[src/rtl/int_ctrl.sv]
// int_ctrl: fixed-priority interrupt controller (lowest index wins).
// Holds one request until the pipeline traps, acks it, blocks until eret.
module int_ctrl #(
  parameter int          NUM_SRC    = 4,
  parameter int          ID_W       = 2,
  parameter logic [31:0] VEC_BASE   = 32'h0000_0100,
  parameter int          VEC_STRIDE = 4
) (
  input  logic               clk,
  input  logic               reset,
  input  logic [NUM_SRC-1:0] irq_src,
  output logic [NUM_SRC-1:0] irq_ack,
  input  logic               cfg_we,
  input  logic [NUM_SRC-1:0] cfg_mask,
  input  logic               cfg_gie,
  output logic               gie,
  output logic               int_req,
  output logic [ID_W-1:0]    int_id,
  output logic [31:0]        int_vector,
  input  logic               int_taken,
  input  logic               int_ret,
  output logic               in_service,
  output logic [31:0]        int_count
);

  typedef enum logic [1:0] {
    IDLE,
    REQ,
    SERVICE
  } state_t;

  state_t             state;
  state_t             state_nx;
  logic [NUM_SRC-1:0] mask;
  logic [NUM_SRC-1:0] pend;
  logic [ID_W-1:0]    win_id;
  logic [31:0]        win_vec;
  logic               fire;
  logic               take;
  logic               ret;

  assign pend       = irq_src & mask;
  assign int_req    = (state == REQ);
  assign in_service = (state == SERVICE);

  // Scan high to low so the lowest set index is the last one written.
  always_comb begin
    win_id = '0;
    for (int i = NUM_SRC - 1; i >= 0; i--) begin
      if (pend[i]) win_id = ID_W'(i);
    end
  end

  assign win_vec = VEC_BASE + 32'(win_id) * 32'(VEC_STRIDE);

  always_ff @(posedge clk) begin
    if (reset) state <= IDLE;
    else       state <= state_nx;
  end

  always_comb begin
    state_nx = state;
    fire     = 1'b0;
    take     = 1'b0;
    ret      = 1'b0;
    unique case (state)
      IDLE: begin
        if (gie && (|pend)) begin
          fire     = 1'b1;
          state_nx = REQ;
        end
      end
      REQ: begin
        if (int_taken) begin
          take     = 1'b1;
          state_nx = SERVICE;
        end else if (!pend[int_id] || !gie) begin
          state_nx = IDLE;
        end
      end
      SERVICE: begin
        if (int_ret) begin
          ret      = 1'b1;
          state_nx = IDLE;
        end
      end
      default: state_nx = IDLE;
    endcase
  end

  // Hardware gie updates are ordered after the config write so they win.
  always_ff @(posedge clk) begin
    if (reset) begin
      mask       <= '0;
      gie        <= 1'b0;
      int_id     <= '0;
      int_vector <= VEC_BASE;
      irq_ack    <= '0;
      int_count  <= '0;
    end else begin
      irq_ack <= '0;
      if (cfg_we) begin
        mask <= cfg_mask;
        gie  <= cfg_gie;
      end
      if (fire) begin
        int_id     <= win_id;
        int_vector <= win_vec;
      end
      if (take) begin
        irq_ack   <= NUM_SRC'(1) << int_id;
        gie       <= 1'b0;
        int_count <= int_count + 32'd1;
      end
      if (ret) gie <= 1'b1;
    end
  end

endmodule

[config.mk]
export PLATFORM = sky130hd
export DESIGN_NAME = int_ctrl
export DESIGN_NICKNAME = d
export VERILOG_FILES = /design/src/rtl/int_ctrl.sv
export SDC_FILE = /design/constraint.sdc
export NUM_CORES = 1
export LEC_CHECK = 0
export BUFFER_PORTS_ARGS = -buffer_cell sky130_fd_sc_hd__buf_2
export CAP_MARGIN = 15
export CORE_MARGIN = 5
export CORE_UTILIZATION = 44
export DETAILED_ROUTE_END_ITERATION = 7
export HOLD_SLACK_MARGIN = 0.1
export PLACE_DENSITY = 0.76
export SLEW_MARGIN = 40
export SYNTH_ARGS = -nofsm -noshare
export SYNTH_HDL_FRONTEND = slang
export SYNTH_SLANG_ARGS = --single-unit
[constraint.sdc]
create_clock -name clk -period 1.84 [get_ports clk]
set_input_delay 0.368 -clock clk [delete_from_list [all_inputs] [get_ports clk]]
set_output_delay 0.368 -clock clk [all_outputs]
set_load 0.05 [all_outputs]
# Word-level counts from Yosys, hierarchy flattened
# Cells that the tools add are included.
totals:
  inputBits: 14
  output_inout_bits: 73
  regBits: 77
  elab_cells: 47
op_classes:
  reduce_logical: 9
  addsub: 2
  n_eq_ne: 5
  mux: 20
  shifts: 1
  n_lt_le_gt_ge: 1
  bitwise_logic: 2
op_table:
  columns: ["operator", "n"]
  rows:
  - ["adder 32 x 1 -> 32 bit, second input constant", 1]
  - ["2-to-1 mux 2 bit", 8]
  - ["adder 9 x 4 -> 10 bit, first input constant", 1]
  - ["2-to-1 mux 1 bit", 10]
  - ["one-hot mux 2 bit (3 select lines)", 1]
  - ["bitwise AND 4 bit", 1]
  - ["!= test 2 bit, second input constant", 2]
  - ["OR reduction 4 bit", 1]
  - ["left shift 1 x 2 -> 4 bit, first input constant", 1]
  - ["< comparator 2 x 3 -> 1 bit, second input constant", 1]
  - ["!= test 3 x 1 -> 1 bit, second input constant", 1]
  - ["AND reduction 3 bit", 1]
  - ["nonzero test 3 bit", 1]
  - ["binary-select mux 1 bit (select 2 bit)", 1]
  - ["== test 2 x 1 -> 1 bit, second input constant", 1]
  - ["== test 2 bit, second input constant", 1]
  - ["logical NOT 1 bit", 2]
  - ["logical NOT 2 bit", 1]
  - ["OR reduction 2 bit", 1]
  - ["logical AND 1 bit", 1]
  - ["logical OR 1 bit", 1]
  - ["inverter 1 bit", 1]

# Longest topological paths before layout
# Gate-level depths: netlist of the first run.
logic_depth:
  ltp_word: 8
  mapped_depth: 6
  mapped_depth_nobuf: 5

# Worst setup path before layout of the first run
# OpenSTA, ideal clock, no wires.
synth_timing:
  path_kind: "register to register"
  start: "register int_count[0]"
  end: "register int_count[24]"
  arrival_time_ns: 2.322
  t_required_ns: 1.769
  path_stages_with_launch: 7
  period_less_slack_ns: 2.392
  slack_ns: -0.552
  path_buffers: 1
  setup_ns: 0.071
  path_cell_list: "dfxtp_1 ha_1 nand3_2 or4_1 buf_2 or4_1 a21oi_1"
synth_between:
  elab_chain_len: 1
synth_rtl:
  columns: ["element", "line", "text"]
  rows:
  - ["start: declaration", "23", "output logic [31:0] int_count"]
  - ["start signal: assignment", "113", "int_count <= int_count + 32'd1;"]
  - ["adder 32 x 1 -> 32 bit", "113", null]
# Every way passes these cells.
# A chain may end at the register's enable or synchronous reset.

# Final worst setup path of the first run
layout_timing:
  start: "register state[1]"
  end: "register int_count[24]"
layout_between:
  elab_chain_len: 2
layout_rtl:
  columns: ["element", "line", "text"]
  rows:
  - ["start: declaration", "32", "state_t state;"]
  - ["start signal: assignment", "58", "else state <= state_nx;"]
  - ["== test 2 x 1 -> 1 bit", "66", "unique case (state)"]
  - ["2-to-1 mux 1 bit", "66", null]
# Every way passes these cells.

==> results of run 1 <==
[area by class of cell]
type | count | area share
Inverter | 4 | 0.00512
Multi-Input combinational cell | 212 | 0.455
Clock inverter | 1 | 0.00171
Tap cell | 70 | 0.0299
Sequential cell | 45 | 0.325
Clock buffer | 7 | 0.0328
Timing Repair Buffer | 77 | 0.151
[metrics by stage]
step	cell area, sq um	total power [mW]	util
floorplan	2530	1.24	-
global placement	2720	1.22	0.530
detailed placement	2720	1.22	0.530
CTS	2840	1.88	0.553
global route	2930	1.94	0.571
finish	2930	1.86	0.571
[cells in the mapped netlist]
master     n
buf_4     32
o22ai_1    1
a32oi_1    1
clkbuf_1   8
nand2b_1   1
or4_1     11
dfxtp_1   45
or3_1     10
mux2_2     3
nor3_1     6
nand3_1    9
nor3b_1    1
nand4_1   11
buf_1      2
o31ai_1    8
inv_1      4
and4_1     6
nor4_2     1
nor2b_1    6
a21oi_1   23
or2_2      1
nor2_1    23
or2b_1     1
nor4_1     2
nand4_2    1
conb_1     2
buf_2      4
nand3b_1   1
a2111o_1   1
o21ai_0   11
and2_1     1
a22oi_1    1
xnor2_1    5
and3_1     2
nand2_1   19
mux4_2     1
xor2_1     4
ha_1       1
nor4bb_1   1
and3b_1    1
nand3_2    1
mux2i_1    5
mux2_1     1
[flip-flops by register name, indices dropped and copies added, names as in the netlist]
name / flops
mask: 4
int_count: 32
state: 2
irq_ack: 4
int_id: 2
gie: 1
[layout by cell type (no fill, tap or decap), drive strengths merged, types with 3 or more instances in the layout]
cell type / count
buf: 77
o21ai: 11
a21oi: 23
or4: 11
nand2: 19
mux2i: 5
o31ai: 8
mux2: 4
nor2: 23
nand4: 12
nor3: 6
nor4: 3
clkbuf: 7
dfxtp: 45
conb: 30
xnor2: 5
xor2: 4
nand3: 10
or3: 10
inv: 4
and4: 6
nor2b: 6
[path summary, 6_finish.rpt]
path	start	end	slack [ns]	cells after the start
setup / recovery	state[1]$_SDFFE_PP0P_	int_count[24]$_SDFFE_PP0P_	0.01	5
hold / removal	cfg_mask[3]	mask[3]$_SDFFE_PP0P_	0.33	3
hold reg to reg	int_count[19]$_SDFFE_PP0P_	int_count[19]$_SDFFE_PP0P_	0.51	2
setup reg to reg	state[1]$_SDFFE_PP0P_	int_count[24]$_SDFFE_PP0P_	0.01	5
[report_power, final]
part / switching [mW] / leakage (nW) / internal, mW
Combinational: 0.193 / 0.796 / 0.0369
Clock: 0.318 / 0.0542 / 0.340
Sequential: 0.00833 / 0.377 / 0.966
[cells by family (layout without fill, tap and decap cells)]
group                    Yosys count  after routing  synth area share
buffers and inverters             50             89             0.133
other                              2             30           0.00319
AND/OR/NAND/NOR                  116            116             0.279
XOR/XNOR                           9              9            0.0335
flip-flops                        45             45             0.383
multiplexers                      10             10            0.0500
AO/OA/AOI/OAI                     46             46             0.112
adder cells (fa/ha/maj)            1              1           0.00532
[layer usage]
metal	GRT usage	part of all wire	vias up
met2	0.278	0.48	55
met4	0.0416	0.013	0
met1	0.194	0.45	1029
met5	0	0	-
met3	0.0436	0.054	6
li1	-	-	1068
[critical path: stages, from the launching register on]
cell and delay (ns):
dfxtp_2 0.32, nand3b_1 0.23, or4_4 0.62, buf_4 0.17, o31ai_1 0.29, a21oi_2 0.09
[timing repair]
action	CTS	global route
gates resized for setup	1	19
endpoints found under the setup margin	5	12
pin swaps	1	5
setup buffers	2	1
==> flow_metrics.py, run 1 <==
metrics = {
    "setup_path": {
        "worstSetupPathType": "flip-flop to flip-flop",
        "cp-start-kind": "flip-flop",
        "critical_path_required_ns": 2.02,
        "critPathCaptureType": "flip-flop",
        "crit_arrival_ns": 2.01,
        "cp_max_fo": 8,
    },
    "die": {
        "start_util": 0.457,
        "dieArea_sq_um": 6900,
        "core_sq_um": 5140,
        "pin_count": 87,
        "die_x_microns": 83.1,
        "fp-row-count": 26,
        "fp.dieH_microns": 83.1,
    },
    "finish": {
        "n_antenna_cell": 0,
        "final_net_count": 360,
        "area_growth_pct": 24.7,
        "instances_no_fill": 416,
        "layout-drive-gt1-share": 0.379,
        "multi_input_area_sq_um": 1340,
        "regArea_sq_um": 952,
        "fillers": 518,
    },
    "cts": {
        "h-tree-depth": 2,
        "clk_pin_slew_ns": 0.09,
        "cts.hold.buffers_added": 0,
        "cts_buffer_depth": 2,
        "worstSkewPairLatency_ns": 0.29,
        "cts_made_buffers": 5,
        "cts_tree": "done",
        "cts_sinks": 45,
        "cts-root-buf": "clkbuf_8",
    },
    "synthesis": {
        "synth_area_leaders": "dfxtp_1 (38%), buf_4 (10%), a21oi_1 (4.9%)",
        "synth.yosys.seq_area_share": 0.383,
        "avgSynthCellArea_sq_um": 8.43,
        "ys_warn_count": 0,
        "synth_cells": 279,
        "synth_cell_types": 43,
        "synth.largest_area_cell": "dfxtp_1",
        "syn_area_sq_um": 2350,
        "ys_ff_latch": 45,
        "synth_top_area_share": 0.383,
    },
    "run": {
        "maxCapViolations": 0,
    },
    "global_route": {
        "antenna_found_initial": 0,
        "gr-total-overflow": 0,
        "grt_max_degree": 21,
        "grt_pass1_wl_mm": 9.45,
        "grt_usage": 0.160,
        "grt_pass1_vias": 2046,
    },
    "route": {
        "drtPass1Iterations": 4,
        "via_per_inst": 5.19,
        "vias": 2158,
        "drt-total-wl_mm": 5.59,
        "drt-initial-drc-count": 81,
        "wl_per_cell_microns": 13.4,
        "drc": 0,
        "ant_nets": 0,
    },
    "status": {
        "status": "finished clean",
    },
    "pwr": {
        "irDropWorstVdd_mv": 0.273,
        "power_leakage_nw": 1.23,
        "power_density_nw_per_um2": 635,
    },
    "min_path": {
        "min_path_type": "primary input to flip-flop",
    },
    "timing": {
        "hold_viol_final": 0,
        "setup_tns_ns": 0,
        "clock.fmax_mhz": 547,
        "fin_worst_skew_ns": 0.00913,
        "post-route-period-util": 0.993,
        "holdWs_ns": 0.327,
        "min_period_ns": 1.83,
        "worst_slack_ns": 0.0135,
        "setup_viol": 0,
        "drv_slew": 0,
        "rsz0062_at_grt": "true",
    },
    "place": {
        "dpl.hpwl_mm": 4.13,
        "port_buffers": 56,
        "dp.cells": 405,
        "gp_congestion": 0.801,
        "pre_cts_ws_ns": -0.200,
    },
}
No activity file was read; power rests on OpenSTA's default activity.
==> run 2, diff against run 1 <==
- PLACE_DENSITY: 0.76 -> 0.75
- RECOVER_POWER: not set -> 25
==> run 2 against run 1 <==
The flow now finishes with violations (negative setup slack). Clock-buffer cell count is the same. Core utilization grew 0.54 points. Sequential share of layout area shrank 0.34 points. Flip-flop and latch count is the same. Combinational power is essentially flat. Worst setup slack lost 0.035 ns. Via count shrank 0.28%. Final area grew 0.94%. Global-route usage shrank 1.0 points. Critical path type unchanged.
==> flow_metrics.py, run 2 (synthesis gave the netlist of run 1 again) <==
metrics = {
    "finish": {
        "n_antenna_cell": 0,
        "instances_no_fill": 418,
        "layout-drive-gt1-share": 0.362,
        "multi_input_area_sq_um": 1370,
        "fillers": 494,
        "finish.instance_area_sq_um": 2960,
        "area_growth_pct": 25.9,
        "largest_reg_flops": 32,
        "final_cell_mix": "buf_2 (50), conb_1 (30), dfxtp_1 (25)",
        "final_net_count": 362,
        "largest_register": "int_count",
        "regArea_sq_um": 951,
        "final_common_cell": "buf_2",
        "top_regs": "int_count: 32 flops, irq_ack: 4 flops, mask: 4 flops",
    },
    "route": {
        "via_per_inst": 5.15,
        "drt-initial-drc-count": 87,
        "drtPass1Iterations": 5,
        "wl_per_cell_microns": 13.3,
        "vias": 2152,
        "ant_nets": 0,
        "drc": 0,
        "drt-total-wl_mm": 5.56,
    },
    "pwr": {
        "swShare": 0.286,
        "power_frac_clock": 0.344,
        "intPower_mw": 1.31,
        "combPwrFrac": 0.124,
        "p_switching_uw": 524,
        "power_density_nw_per_um2": 619,
        "irDropWorstVdd_mv": 0.470,
        "power_leakage_nw": 1.22,
        "p_seq_frac": 0.532,
    },
    "timing": {
        "rsz0062_at_grt": "true",
        "fin_worst_skew_ns": 0.0126,
        "clock.fmax_mhz": 537,
        "setup_viol": 3,
        "post-route-period-util": 1.01,
        "drv_slew": 0,
        "relSlewSlack": 0.602,
        "min_period_ns": 1.86,
        "worst_slack_ns": -0.0213,
        "hold_viol_final": 0,
        "worst_pin_slew_ns": 0.599,
    },
    "cts": {
        "cts_made_buffers": 5,
        "cts_buffer_depth": 2,
        "clk_pin_slew_ns": 0.09,
        "cts_sinks": 45,
        "worstSkewPairLatency_ns": 0.30,
        "h-tree-depth": 2,
        "cts-root-buf": "clkbuf_8",
        "cts_tree": "done",
    },
    "status": {
        "status": "finished with violations",
        "violations": "negative setup slack",
    },
    "global_route": {
        "grt_pass1_wl_mm": 8.78,
        "grt_max_degree": 30,
        "grt_pass1_vias": 1937,
        "grt_usage": 0.150,
        "gr-total-overflow": 0,
        "antenna_found_initial": 0,
    },
    "setup_path": {
        "worstSetupPathType": "flip-flop to flip-flop",
        "critPathLaunch": "int_count[0]$_SDFFE_PP0P_",
        "crit_arrival_ns": 2.10,
        "cp_max_fo": 8,
        "cp-start-kind": "flip-flop",
        "timing.rr.start": "int_count[0]$_SDFFE_PP0P_",
        "critPathCaptureType": "flip-flop",
        "critical_path_required_ns": 2.08,
    },
    "die": {
        "core_sq_um": 5140,
        "start_util": 0.457,
        "pin_count": 87,
        "die_x_microns": 83.1,
        "fp.dieH_microns": 83.1,
        "dieArea_sq_um": 6900,
        "fp-row-count": 26,
    },
    "place": {
        "dp.cells": 403,
        "dpl.hpwl_mm": 3.99,
        "place_area_sq_um": 2710,
        "gp_congestion": 0.787,
        "port_buffers": 56,
    },
    "run": {
        "maxCapViolations": 0,
    },
    "min_path": {
        "min_path_type": "primary input to flip-flop",
        "hp-start": "cfg_mask[0]",
    },
}
## run 2: cell types whose count changed in the layout (fill, tap and decap cells not counted), sizes merged
cell / before / now
buf: 77 / 70
inv: 4 / 5
clkinv: 1 / 0
clkbuf: 7 / 16
## run 2: area by class of cell
class | instances | area share
clock buffers | 7 | 0.0292
clock inverters | 1 | 0.00211
inverters | 4 | 0.00507
multi-input cells | 212 | 0.464
flip-flops and latches | 45 | 0.321
well taps | 70 | 0.0296
repair buffers | 79 | 0.149
## run 2: routing by layer
layer,vias to the layer above,global-route usage,share of wire
met5,-,0,0
li1,1075,-,-
met2,65,0.266,0.50
met1,1003,0.173,0.42
met4,0,0.0490,0.013
met3,9,0.0406,0.060
## run 2: power groups by stage
stage,clock [mW],combinational (mW),sequential (mW)
floorplan,0,0.234,1.01
global placement,0,0.221,0.998
detailed placement,0,0.223,0.998
finish,0.630,0.227,0.975
global route,0.688,0.240,0.977
CTS,0.653,0.224,0.975
## run 2: critical path: stages (launching register included)
cell and delay [ns]:
dfxtp_4 0.37, ha_4 0.14, nand3_4 0.09, or4_4 0.58
buf_6 0.16, or3_4 0.33, a21oi_2 0.13
## run 2: timing repair
item                                    CTS  global route
endpoints found under the setup margin    9            15
hold buffers                              0             0
buffers inserted                          2             5
pin swaps                                 0            11
resized for setup                         3            23
## run 2: worst paths after layout
path                                      to  slack, ns  cells after the start
setup / recovery  int_count[14]$_SDFFE_PP0P_      -0.02                      6
hold / removal          mask[0]$_SDFFE_PP0P_       0.30                      3
setup reg to reg  int_count[14]$_SDFFE_PP0P_      -0.02                      6
hold reg to reg   int_count[19]$_SDFFE_PP0P_       0.51                      2
## run 2: through the flow
stage,power (mW),setup WS (ns),hold WS (ns),utilization,TNS (ns)
after detailed placement,1.22,-0.166,0.487,0.527,-1.16
after global placement,1.22,-0.119,0.480,0.527,-0.695
final,1.83,-0.0213,0.302,0.576,-0.0339
after CTS,1.85,-0.0126,0.301,0.551,-0.0234
after global routing,1.90,-0.0801,0.316,0.576,-0.304
after floorplan,1.24,-0.0785,0.460,-,-0.160
==> run 3, diff against run 2 <==
- ABC_AREA: not set -> 1
- CORE_UTILIZATION: 44 -> 45
- PLACE_DENSITY: 0.75 -> 0.76
==> run 3 against run 2 <==
The run now ends clean. Sequential power is 2% higher. Final cell count increased by 20%. Critical path depth down 3. Global-route usage fell by 0.053 points. First-iteration DRC count rose by 44%. Clock power rose by 18%. Synthesized cell count grew 33%. Routed wire length fell by 3.5%. Final area decreased by 2.8%. Critical path type is now flip-flop to primary output. Largest cell class unchanged. Highest routed layer unchanged.
==> flow_metrics.py, run 3 <==
metrics = {
    "route": {
        "drt-total-wl_mm": 5.37,
        "drc": 0,
        "drtPass1Iterations": 5,
        "via_per_inst": 4.60,
        "wl_per_cell_microns": 10.7,
        "ant_nets": 0,
        "drt-initial-drc-count": 125,
        "vias": 2309,
    },
    "synthesis": {
        "synth_top_area_share": 0.357,
        "synth_cells": 370,
        "synth.largest_area_cell": "dfxtp_1",
        "yosys-top-cells-count": "nand2_1 (82), nor2_1 (66), inv_1 (47)",
        "synth_area_leaders": "dfxtp_1 (36%), nand2_1 (12%), nor2_1 (9.8%)",
        "synth.yosys.seq_area_share": 0.357,
        "syn_area_sq_um": 2520,
        "dominantRegCellSynth": "dfxtp_1",
        "synth_edf_count": 0,
        "async_flop_share": 0,
        "ys_warn_count": 0,
        "synth_most_common_cell": "nand2_1",
        "synth_cell_types": 29,
        "ys_ff_latch": 45,
        "avgSynthCellArea_sq_um": 6.81,
    },
    "pwr": {
        "power_leakage_nw": 1.46,
        "intPower_mw": 1.43,
        "swShare": 0.279,
        "power_frac_clock": 0.378,
        "p_total_mw": 1.98,
        "p_switching_uw": 550,
        "irDropWorstVdd_mv": 0.427,
        "power_density_nw_per_um2": 687,
        "combPwrFrac": 0.121,
        "p_seq_frac": 0.502,
    },
    "finish": {
        "final_common_cell": "nand2_1",
        "largest_register": "int_count",
        "n_antenna_cell": 0,
        "largest_reg_flops": 32,
        "final_net_count": 444,
        "finish.instance_area_sq_um": 2880,
        "top_regs": "int_count: 32 flops, irq_ack: 4 flops, mask: 4 flops",
        "final_cell_mix": "nand2_1 (82), nor2_1 (66), buf_2 (52)",
        "area_growth_pct": 14.1,
        "layout-drive-gt1-share": 0.184,
    },
    "die": {
        "fp-row-count": 27,
        "die_x_microns": 84.9,
        "core_sq_um": 5470,
        "dieArea_sq_um": 7200,
        "pin_count": 87,
        "fp.dieH_microns": 84.9,
        "start_util": 0.461,
    },
    "global_route": {
        "antenna_found_initial": 0,
        "gr-total-overflow": 0,
        "grt_max_degree": 19,
        "grt_pass1_vias": 2079,
        "grt_usage": 0.149,
        "grt_pass1_wl_mm": 8.98,
    },
    "timing": {
        "min_period_ns": 1.56,
        "post-route-period-util": 0.848,
        "worst_pin_slew_ns": 0.593,
        "rsz0062_at_grt": "false",
        "setup_tns_ns": 0,
        "fin_worst_skew_ns": 0.0120,
        "clock.fmax_mhz": 641,
        "hold_viol_final": 0,
        "relSlewSlack": 0.606,
        "setup_viol": 0,
        "drv_slew": 0,
    },
    "cts": {
        "cts.hold.buffers_added": 0,
        "clk_pin_slew_ns": 0.09,
        "cts-root-buf": "clkbuf_8",
        "cts_tree": "done",
        "cts_resized": 0,
        "postCtsSetupBuffers": 0,
        "cts_buffer_depth": 2,
        "worstSkewPairLatency_ns": 0.30,
        "cts_made_buffers": 5,
        "cts_sinks": 45,
        "h-tree-depth": 2,
    },
    "place": {
        "gp_congestion": 0.840,
        "place_area_sq_um": 2770,
        "dpl.hpwl_mm": 4.26,
        "port_buffers": 56,
    },
    "setup_path": {
        "crit_chain": "inv_1 > nor2_1 > buf_2",
        "timing.critical_path.buf_inv": 2,
        "r2r_slack_ns": 0.28,
        "critPathCaptureType": "primary output",
        "crit_cells": 3,
        "worstSetupPathType": "flip-flop to primary output",
        "cp-start-kind": "flip-flop",
        "crit_arrival_ns": 1.19,
        "crit_path_max_incr_delay_ns": 0.36,
        "cp_max_fo": 3,
        "critical_path_required_ns": 1.47,
        "critPathSlowestCell": "dfxtp_1",
        "crit_family": "buffers and inverters",
        "reg2reg_depth": 8,
    },
    "min_path": {
        "min_path_cells": 3,
        "min_path_type": "primary input to flip-flop",
    },
    "run": {
        "maxCapViolations": 0,
    },
    "status": {
        "status": "finished clean",
    },
}
run 3: final timing paths:
kind	startpoint	endpoint
hold / removal	cfg_mask[3]	mask[3]$_SDFFE_PP0P_
setup / recovery	state[1]$_SDFFE_PP0P_	in_service
hold reg to reg	int_count[2]$_SDFFE_PP0P_	int_count[2]$_SDFFE_PP0P_
setup reg to reg	int_count[0]$_SDFFE_PP0P_	int_count[26]$_SDFFE_PP0P_
run 3: power by group through the flow:
stage	registers, mW	clock network [mW]	logic (mW)
after floorplan	1.02	0	0.241
after global placement	1.01	0	0.235
after detailed placement	1.01	0	0.237
after CTS	0.991	0.768	0.237
after global routing	0.993	0.803	0.253
final	0.991	0.746	0.238
run 3: worst reg2reg max path, delay by kind of cell, from the launching register on:
family / cells / cell delay (ns)
fa+ha+maj: 1 / 0.17
flops: 1 / 0.37
simple gates: 7 / 0.92
run 3: stage by stage:
step,setup WS [ns],utilization,std cells,hold WS [ns]
2_1_floorplan,0.107,-,398,0.463
3_3_place_gp,0.368,0.506,494,0.471
3_5_place_dp,0.312,0.506,494,0.480
4_1_cts,0.275,0.527,502,0.299
5_1_grt,0.101,0.526,502,0.322
6_report,0.279,0.526,502,0.296
run 3: layout make-up:
type,instances,area (sq um)
Inverter,48,180
Fill cell,553,2590
Timing Repair Buffer,60,305
Tap cell,72,90.1
Sequential cell,45,903
Multi-Input combinational cell,269,1290
Clock inverter,2,38.8
Clock buffer,6,72.6
run 3: kinds of logic (layout without fill, tap and decap cells):
family	after synthesis	in the layout	share of synthesized area
adders and majority gates	1	1	0.00496
xor gates and xnor gates	6	6	0.0208
AOI/OAI and AO/OA	36	36	0.0754
DFF	45	45	0.357
other	2	30	0.00298
and+or+nand+nor	196	196	0.365
buffers and inverters	84	116	0.174
run 3: metal layers:
metal / part of all wire / global-route usage
met1: 0.46 / 0.194
met2: 0.45 / 0.247
met3: 0.078 / 0.0350
met4: 0.011 / 0.0432
met5: 0 / 0
